===== src/rtl/csr_rmw_if.sv =====
`default_nettype none
// +--------------------------------------------------------------------------+
// | Module      : csr_rmw_if                                                 |
// | Description : Instruction, CSR-file and writeback handshakes of the CSR  |
// |               read-modify-write sequencer.                               |
// | Revision    : 1.0 - initial release                                      |
// +--------------------------------------------------------------------------+
interface csr_rmw_if #(
  parameter int XLEN = 32
) ();
  logic            in_valid;
  logic            in_ready;
  logic [2:0]      funct3;
  logic [4:0]      rs1_uimm;
  logic [4:0]      rd;
  logic [11:0]     csr_addr;
  logic [XLEN-1:0] rs1_data;
  logic [1:0]      priv;
  logic [11:0]     csr_addr_o;
  logic            csr_rd_req;
  logic            csr_rd_ack;
  logic [XLEN-1:0] csr_rd_data;
  logic            csr_wr_req;
  logic [XLEN-1:0] csr_wr_data;
  logic            csr_wr_ack;
  logic            out_valid;
  logic            out_ready;
  logic            out_rd_we;
  logic [4:0]      out_rd;
  logic [XLEN-1:0] out_data;
  logic            out_illegal;

  modport slave (
    input  in_valid, funct3, rs1_uimm, rd, csr_addr, rs1_data, priv,
           csr_rd_ack, csr_rd_data, csr_wr_ack, out_ready,
    output in_ready, csr_addr_o, csr_rd_req, csr_wr_req, csr_wr_data,
           out_valid, out_rd_we, out_rd, out_data, out_illegal
  );

  modport master (
    output in_valid, funct3, rs1_uimm, rd, csr_addr, rs1_data, priv,
           csr_rd_ack, csr_rd_data, csr_wr_ack, out_ready,
    input  in_ready, csr_addr_o, csr_rd_req, csr_wr_req, csr_wr_data,
           out_valid, out_rd_we, out_rd, out_data, out_illegal
  );
endinterface
`default_nettype wire


===== src/rtl/csr_rmw_sequencer.sv =====
`default_nettype none
// +--------------------------------------------------------------------------+
// | Module      : csr_rmw_sequencer                                          |
// | Description : Multi-cycle CSR execution unit: decode, access check,      |
// |               read-modify-write on the CSR file, old value to writeback. |
// | Revision    : 1.0 - initial release                                      |
// +--------------------------------------------------------------------------+
module csr_rmw_sequencer #(
  parameter int XLEN        = 32,
  parameter int PRIV_CHECK  = 1,
  parameter int ACK_TIMEOUT = 64,
  parameter int CNT_W       = 8
) (
  input  logic     clk,
  input  logic     reset,
  csr_rmw_if.slave bus
);
  localparam bit             TO_EN   = (ACK_TIMEOUT != 0);
  localparam logic [CNT_W-1:0] TO_LAST = CNT_W'((ACK_TIMEOUT != 0) ? ACK_TIMEOUT - 1 : 0);

  typedef enum logic [1:0] {
    S_IDLE = 2'd0,
    S_RD   = 2'd1,
    S_WR   = 2'd2,
    S_RESP = 2'd3
  } state_t;

  state_t          state_q;
  logic [CNT_W-1:0] cnt_q;
  logic [1:0]      op_q;
  logic            re_q;
  logic            we_q;
  logic [4:0]      rd_q;
  logic [11:0]     addr_q;
  logic [XLEN-1:0] src_q;
  logic [XLEN-1:0] old_q;
  logic [XLEN-1:0] wr_data_q;
  logic            illegal_q;
  logic            rd_we_q;

  logic [1:0]      op_d;
  logic            re_d;
  logic            we_d;
  logic            illegal_d;
  logic            timeout_d;
  logic [XLEN-1:0] src_d;

  function automatic logic [XLEN-1:0] f_rmw(input logic [1:0] op,
                                            input logic [XLEN-1:0] old,
                                            input logic [XLEN-1:0] src);
    case (op)
      2'b10:   f_rmw = old | src;
      2'b11:   f_rmw = old & ~src;
      default: f_rmw = src;
    endcase
  endfunction

  // funct3[1:0] selects RW/RS/RC, funct3[2] selects the immediate form.
  always_comb begin
    op_d      = bus.funct3[1:0];
    re_d      = (op_d == 2'b01) ? (bus.rd != 5'd0) : 1'b1;
    we_d      = (op_d == 2'b01) ? 1'b1 : (bus.rs1_uimm != 5'd0);
    src_d     = bus.funct3[2] ? {{(XLEN-5){1'b0}}, bus.rs1_uimm} : bus.rs1_data;
    illegal_d = (op_d == 2'b00)
             || (we_d && (bus.csr_addr[11:10] == 2'b11))
             || ((PRIV_CHECK != 0) && (bus.priv < bus.csr_addr[9:8]));
    timeout_d = TO_EN && (cnt_q == TO_LAST);
  end

  always_ff @(posedge clk) begin
    if (reset) begin
      state_q   <= S_IDLE;
      cnt_q     <= '0;
      op_q      <= 2'b00;
      re_q      <= 1'b0;
      we_q      <= 1'b0;
      rd_q      <= 5'd0;
      addr_q    <= 12'd0;
      src_q     <= '0;
      old_q     <= '0;
      wr_data_q <= '0;
      illegal_q <= 1'b0;
      rd_we_q   <= 1'b0;
    end else begin
      case (state_q)
        S_IDLE: begin
          if (bus.in_valid) begin
            op_q      <= op_d;
            re_q      <= re_d;
            we_q      <= we_d;
            rd_q      <= bus.rd;
            addr_q    <= bus.csr_addr;
            src_q     <= src_d;
            old_q     <= '0;
            cnt_q     <= '0;
            illegal_q <= illegal_d;
            rd_we_q   <= 1'b0;
            if (illegal_d) begin
              state_q <= S_RESP;
            end else if (re_d) begin
              state_q <= S_RD;
            end else begin
              state_q   <= S_WR;
              wr_data_q <= src_d;
            end
          end
        end
        S_RD: begin
          if (bus.csr_rd_ack) begin
            old_q <= bus.csr_rd_data;
            cnt_q <= '0;
            if (we_q) begin
              state_q   <= S_WR;
              wr_data_q <= f_rmw(op_q, bus.csr_rd_data, src_q);
            end else begin
              state_q <= S_RESP;
              rd_we_q <= (rd_q != 5'd0);
            end
          end else if (timeout_d) begin
            state_q   <= S_RESP;
            illegal_q <= 1'b1;
            rd_we_q   <= 1'b0;
          end else begin
            cnt_q <= cnt_q + 1'b1;
          end
        end
        S_WR: begin
          if (bus.csr_wr_ack) begin
            state_q <= S_RESP;
            rd_we_q <= re_q && (rd_q != 5'd0);
          end else if (timeout_d) begin
            state_q   <= S_RESP;
            illegal_q <= 1'b1;
            rd_we_q   <= 1'b0;
          end else begin
            cnt_q <= cnt_q + 1'b1;
          end
        end
        S_RESP: begin
          if (bus.out_ready) begin
            state_q <= S_IDLE;
          end
        end
        default: state_q <= S_IDLE;
      endcase
    end
  end

  assign bus.in_ready    = (state_q == S_IDLE);
  assign bus.csr_rd_req  = (state_q == S_RD);
  assign bus.csr_wr_req  = (state_q == S_WR);
  assign bus.out_valid   = (state_q == S_RESP);
  assign bus.csr_addr_o  = addr_q;
  assign bus.csr_wr_data = wr_data_q;
  assign bus.out_rd_we   = rd_we_q;
  assign bus.out_rd      = rd_q;
  assign bus.out_data    = old_q;
  assign bus.out_illegal = illegal_q;
endmodule
`default_nettype wire

===== src/flat_wrapper.sv =====
// flat-port wrapper written by rule: the top's interface ports become plain ports
module csr_rmw_sequencer_flat 
#(
  parameter int XLEN        = 32,
  parameter int PRIV_CHECK  = 1,
  parameter int ACK_TIMEOUT = 64,
  parameter int CNT_W       = 8
)
  (clk, reset, bus_in_valid, bus_funct3, bus_rs1_uimm, bus_rd, bus_csr_addr, bus_rs1_data, bus_priv, bus_csr_rd_ack, bus_csr_rd_data, bus_csr_wr_ack, bus_out_ready, bus_in_ready, bus_csr_addr_o, bus_csr_rd_req, bus_csr_wr_req, bus_csr_wr_data, bus_out_valid, bus_out_rd_we, bus_out_rd, bus_out_data, bus_out_illegal);
  csr_rmw_if #(.XLEN(XLEN)) bus_i ();
  input  logic clk;
  input  logic reset;
  input wire logic [$bits(bus_i.in_valid)-1:0] bus_in_valid;
  input wire logic [$bits(bus_i.funct3)-1:0] bus_funct3;
  input wire logic [$bits(bus_i.rs1_uimm)-1:0] bus_rs1_uimm;
  input wire logic [$bits(bus_i.rd)-1:0] bus_rd;
  input wire logic [$bits(bus_i.csr_addr)-1:0] bus_csr_addr;
  input wire logic [$bits(bus_i.rs1_data)-1:0] bus_rs1_data;
  input wire logic [$bits(bus_i.priv)-1:0] bus_priv;
  input wire logic [$bits(bus_i.csr_rd_ack)-1:0] bus_csr_rd_ack;
  input wire logic [$bits(bus_i.csr_rd_data)-1:0] bus_csr_rd_data;
  input wire logic [$bits(bus_i.csr_wr_ack)-1:0] bus_csr_wr_ack;
  input wire logic [$bits(bus_i.out_ready)-1:0] bus_out_ready;
  output wire logic [$bits(bus_i.in_ready)-1:0] bus_in_ready;
  output wire logic [$bits(bus_i.csr_addr_o)-1:0] bus_csr_addr_o;
  output wire logic [$bits(bus_i.csr_rd_req)-1:0] bus_csr_rd_req;
  output wire logic [$bits(bus_i.csr_wr_req)-1:0] bus_csr_wr_req;
  output wire logic [$bits(bus_i.csr_wr_data)-1:0] bus_csr_wr_data;
  output wire logic [$bits(bus_i.out_valid)-1:0] bus_out_valid;
  output wire logic [$bits(bus_i.out_rd_we)-1:0] bus_out_rd_we;
  output wire logic [$bits(bus_i.out_rd)-1:0] bus_out_rd;
  output wire logic [$bits(bus_i.out_data)-1:0] bus_out_data;
  output wire logic [$bits(bus_i.out_illegal)-1:0] bus_out_illegal;
  assign bus_i.in_valid = bus_in_valid;
  assign bus_i.funct3 = bus_funct3;
  assign bus_i.rs1_uimm = bus_rs1_uimm;
  assign bus_i.rd = bus_rd;
  assign bus_i.csr_addr = bus_csr_addr;
  assign bus_i.rs1_data = bus_rs1_data;
  assign bus_i.priv = bus_priv;
  assign bus_i.csr_rd_ack = bus_csr_rd_ack;
  assign bus_i.csr_rd_data = bus_csr_rd_data;
  assign bus_i.csr_wr_ack = bus_csr_wr_ack;
  assign bus_i.out_ready = bus_out_ready;
  assign bus_in_ready = bus_i.in_ready;
  assign bus_csr_addr_o = bus_i.csr_addr_o;
  assign bus_csr_rd_req = bus_i.csr_rd_req;
  assign bus_csr_wr_req = bus_i.csr_wr_req;
  assign bus_csr_wr_data = bus_i.csr_wr_data;
  assign bus_out_valid = bus_i.out_valid;
  assign bus_out_rd_we = bus_i.out_rd_we;
  assign bus_out_rd = bus_i.out_rd;
  assign bus_out_data = bus_i.out_data;
  assign bus_out_illegal = bus_i.out_illegal;
  csr_rmw_sequencer #(.XLEN(XLEN), .PRIV_CHECK(PRIV_CHECK), .ACK_TIMEOUT(ACK_TIMEOUT), .CNT_W(CNT_W)) u_core (.clk(clk), .reset(reset), .bus(bus_i));
endmodule

===== config.mk =====
export PLATFORM = sky130hd
export DESIGN_NAME = csr_rmw_sequencer_flat
export DESIGN_NICKNAME = d
export VERILOG_FILES = /design/src/rtl/csr_rmw_if.sv /design/src/rtl/csr_rmw_sequencer.sv /design/src/flat_wrapper.sv
export SDC_FILE = /design/constraint.sdc
export NUM_CORES = 1
export LEC_CHECK = 0
export ABC_AREA = 1
export ABC_CLOCK_PERIOD_IN_PS = 2600
export BUFFER_PORTS_ARGS = -buffer_cell sky130_fd_sc_hd__buf_4
export CELL_PAD_IN_SITES_DETAIL_PLACEMENT = 0
export CELL_PAD_IN_SITES_GLOBAL_PLACEMENT = 1
export CORE_ASPECT_RATIO = 0.75
export CORE_UTILIZATION = 36
export DETAILED_ROUTE_END_ITERATION = 6
export PLACE_DENSITY = 0.78
export SETUP_SLACK_MARGIN = 0.2
export SYNTH_ARGS = -nofsm -noshare
export SYNTH_HDL_FRONTEND = slang
export SYNTH_SLANG_ARGS = --single-unit

===== constraint.sdc =====
create_clock -name clk -period 2.6 [get_ports clk]
set_input_delay 0.26 -clock clk [delete_from_list [all_inputs] [get_ports clk]]
set_output_delay 0.26 -clock clk [all_outputs]
set_load 0.005 [all_outputs]

# Word level (Yosys, flattened, before mapping)
# Cells that the tools add are included.
# totals
register_bits	129
inputBits	97
word_cells	90
# classes
n_addsub	1
order_cmp	1
n_eq_ne	17
muxes	38
bitwise	3
n_reduce_logical	18
# ops
operator	count
$mux W32	8
$pmux W32 S2	3
$and A32 B32 Y32	1
$mux W8	4
$not A32 Y32	1
$or A32 B32 Y32	1
$pmux W8 S3	1
$reduce_bool A5 Y1	3
$mux W2	7
$ne A2 B2 Y1 const B	7
$mux W1	12
$eq A2 B2 Y1 const B	5
$reduce_and A3 Y1	3
$add A8 B1 Y8 const B	1
$eq A8 B6 Y1 const B	1
$pmux W2 S4	1
$pmux W1 S3	2
$reduce_and A6 Y1	1
$eq A2 B1 Y1 const B	2
$logic_not A2 Y1	2
$reduce_and A2 Y1	2
$reduce_and A4 Y1	1
$ne A3 B3 Y1 const B	1
$reduce_bool A3 Y1	1
other kinds (5)	7

# Logic depth before layout (Yosys ltp)
# logic_depth
depth_word	8
mapped_depth	13

# Least setup slack after synthesis
# Ideal clock, no wire load.
# synth_path
path_kind	reg-to-reg
startpoint	reg u_core.state_q[0]
endpoint	reg u_core.wr_data_q[10], in the netlist u_core.bus.csr_wr_data[10]
arrival_time_ns	1.723
required_time_ns	2.485
slack_ns	0.762
path_stages_with_launch	13
period_less_slack_ns	1.838
path_cell_list	dfxtp_1 -> inv_1 -> ha_1 -> buf_2 -> inv_2 -> nor2_1 -> inv_2 -> o211ai_4 -> a21oi_4 -> buf_6 -> nand3_1 -> nand2_1 -> nor2_1
# synth_via
elab_chain_len	3
# synth_rtl
item	line	rtl
start: declaration	csr_rmw_sequencer.sv:28	state_t state_q;
start signal: assignment	csr_rmw_sequencer.sv:72	state_q <= S_IDLE;
start signal: assignment	csr_rmw_sequencer.sv:99	state_q <= S_RESP;
start signal: assignment	csr_rmw_sequencer.sv:101	state_q <= S_RD;
$logic_not A2 Y1 *	-	
named net bus_in_ready	flat_wrapper.sv:24	output wire logic [$bits(bus_i.in_ready)-1:0] bus_in_ready;
$ne A2 B2 Y1 (no line) or $reduce_bool A2 Y1 (tied branches)	-	
$reduce_and A6 Y1 (no line)	-	
end signal: assignment	csr_rmw_sequencer.sv:104	wr_data_q <= src_d;
end signal: assignment	csr_rmw_sequencer.sv:114	wr_data_q <= f_rmw(op_q, bus.csr_rd_data, src_q);
end: declaration	csr_rmw_sequencer.sv:37	logic [XLEN-1:0] wr_data_q;
# The timed path passes the listed nets; every way through them passes the cells marked *.
# A chain may end at the register's enable or synchronous reset.

# Worst setup path in the final report
# layout_path
startpoint	reg u_core.state_q[0]
endpoint	reg u_core.state_q[1]
# layout_via
elab_chain_len	3
# layout_rtl
item	line	rtl
$eq A2 B2 Y1 or $logic_not A2 Y1 (tied branches)	csr_rmw_sequencer.sv:85	case (state_q)
$ne A2 B2 Y1 (no line)	-	
$reduce_and A2 Y1 (no line)	-	
# Parallel ways exist; a longest one is shown, timed or not.

==> out/results.ini <==
[clock_network]
htree_num_levels = 4
cts_tree = built
cts-root-buf = clkbuf_16
cts_hold_buf = 0
cts_sinks = 129
cts_resized = 0
clockBufferDepth = 2
cts_buffers = 17
cts_setup_buffers = 0
cts.clk_slew.worst_paths_ns = 0.06
clkLatencyLatePin_ns = 0.42

[critical_path]
cp_top_family = buffers and inverters
cpPeakStageDelay_ns = 0.36
slowest_stage = dfxtp_1
critPathLaunchType = register
worst_ep_required_time_ns = 2.95
path_class = reg -> reg
end_kind = register
cp.arrival_ns = 2.52
crit_fanout = 33
rrSetupSlack_ns = 0.43
path_cells = inv_1, ha_1, inv_2, nor2_1, inv_2, buf_4, o21ai_0, a31oi_1, o21ai_0, nor2_1
path_buf_inv = 4

[synth]
yosysTopAreaCell = dfxtp_1
synth_compound_area_frac = 0.2233
yosysTopAreaCellShare = 0.4256
yosys_warnings = 0
async_flop_share = 0
synth.area.top_cells = dfxtp_1 (43%), a21oi_1 (12%), nand2_1 (12%)
syn_area_per_cell_um2 = 6.849
synthAdderAreaFrac = 0.01237
synthMostInstantiatedCell = nand2_1
yosysSeqAreaShare = 0.4256
synth_mux_area_frac = 0
synth.distinct_cells = 30
netlist_instances = 886
synth-edff-count = 0
synthFlopType = dfxtp_1
synthesis.nets = 989
syn_area_um2 = 6068
synthTopCellsByCount = nand2_1 (190), a21oi_1 (148), dfxtp_1 (129), nor2_1 (83), nand3_1 (74)
synthSimpleGateAreaFrac = 0.2439
synth_xor_area_frac = 0.001443
ys_ff_latch = 129
synth_top_family_by_area = simple AND/OR/NAND/NOR gates

[floorplanning]
top_level_ports = 184
fp.coreArea_um2 = 16270
die_y_um = 114.4
start_util = 0.3731
die_w_um = 151.9
rows = 40
die_area_um2 = 17390

[placed_design]
dpl-instance-area_um2 = 7592
routabilityCongestion = 0.8236
dp_cells = 1234
place_ws_ns = 0.4769
port_buffers = 183
dp_hpwl_um = 12800

[final_layout]
syn_to_final_growth_pct = 35.07
finalNetCount = 1146
multi_input_area_um2 = 2924
layout-drive-gt1-share = 0.2341
final_util = 0.5039
fillers = 1660
final_area_um2 = 8197
n_antenna_cell = 0
final_cells = 1265
regArea_um2 = 2582

[detailed_routing]
final_antenna_net_count = 0
vias = 6332
drc = 25
vias_per_cell = 5.006
dr.pass1.iters = 7
dr.first_iter.drc_count = 293
routedWlPerCell_um = 14.91
wirelength_um = 18860

[power_and_ir_drop]
leakage_nw = 3.555
ir_drop_mv = 0.6182
power_density_nw_per_um2 = 1156
finalPower_mw = 9.478

[hold_path]
hold_path.class = in -> reg

[flow_run]
cap_violations = 0

[global_route]
grt_max_degree = 65
overflow = 0
antenna_found_initial = 0
grt_pass1_vias = 5950
grt_usage = 0.2219
grt_pass1_wl_um = 30440

[sta]
slew_headroom = 0.6066
setup_viol = 0
hold_ws_ns = 0.08880
maxSlewViolCount = 0
period_share = 0.8339
clock_skew_ns = 0.009712
layout_setup_ws_ns = 0.4318
period_needed_ns = 2.168
max_freq_mhz = 461.2
finalHoldViolations = 0
setup_tns_ns = 0
rsz0062_at_grt = no
worstMarginPinSlew_ns = 0.5892

[status]
violations = design-rule violations
status = complete, but fails checks

==> final timing paths <==
kind	depth (start not counted)	from	endpoint
worst min-delay path	3	bus_csr_addr[0]	u_core.bus.csr_addr_o[0]
worst min register to register	2	u_core.bus.out_data[8]	u_core.bus.out_data[8]
worst max register to register	10	u_core.state_q[0]	u_core.state_q[1]
worst max-delay path	10	u_core.state_q[0]	u_core.state_q[1]
==> per-layer routing <==
| metal | vias up | GRT usage | part of all wire |
|---|---|---|---|
| met2 | 218 | 0.3429 | 0.43 |
| li1 | 3262 | - | - |
| met4 | 0 | 0.05510 | 0.0075 |
| met3 | 14 | 0.06548 | 0.073 |
| met1 | 2838 | 0.3029 | 0.49 |
| met5 | - | 0 | 0 |
==> where the power goes <==
part	total, mW	switching, mW	internal, mW
Sequential	2.92	0.353	2.56
Combinational	4.10	2.46	1.64
Clock	2.46	0.891	1.57
==> flip-flops by register name (all words and copies together) (netlist names), 2 cells and up <==
name                    flops
u_core.src_q               32
u_core.bus.out_rd           5
u_core.state_q              2
u_core.op_q                 2
u_core.bus.csr_addr_o      12
u_core.bus.csr_wr_data     32
u_core.bus.out_data        32
u_core.cnt_q                8
==> worst reg2reg max path: cells and delay by family (launching register included) <==
kind                       cells  cell delay (ns)
DFF                            1             0.36
buffers and inverters          4             0.66
and+or+nand+nor                2             0.19
adders and majority gates      1             0.35
AOI/OAI and AO/OA              3             0.55
==> cell usage in the layout (no fill, tap or decap) <==
cell,count
buf_4,197
nand2_1,189
a21oi_1,148
dfxtp_1,129
nor2_1,83
nand3_1,74
o21ai_0,72
inv_1,63
o22ai_1,27
clkbuf_16,17
inv_2,6
clkinv_2,5
ha_1,5
nor3_1,4
or2_2,4
buf_12,4
nand4_1,3
bufinv_16,3
clkbuf_8,3
o21ai_1,2
a211oi_1,2
clkinvlp_4,2
o211ai_4,1
xor2_1,1
nor3b_1,1
o21bai_1,1
nand3b_1,1
nand2_2,1
a21oi_4,1
a31o_2,1
nor4_1,1
a31oi_1,1
ha_2,1
clkinv_4,1
clkbuf_1,1
==> final cells by class <==
class / instances / area share
Sequential cell: 129 / 0.3151
Clock inverter: 10 / 0.01633
Timing Repair Buffer: 201 / 0.1902
Tap cell: 210 / 0.03206
Clock buffer: 21 / 0.05740
Inverter: 70 / 0.03221
Multi-Input combinational cell: 624 / 0.3567
==> cell families after synthesis <==
kind of cell / after synthesis
simple gates: 361
xor+xnor: 1
fa+ha+maj: 6
flops: 129
compound gates: 256
buf+inv: 133
No activity file was read; power rests on OpenSTA's default activity.
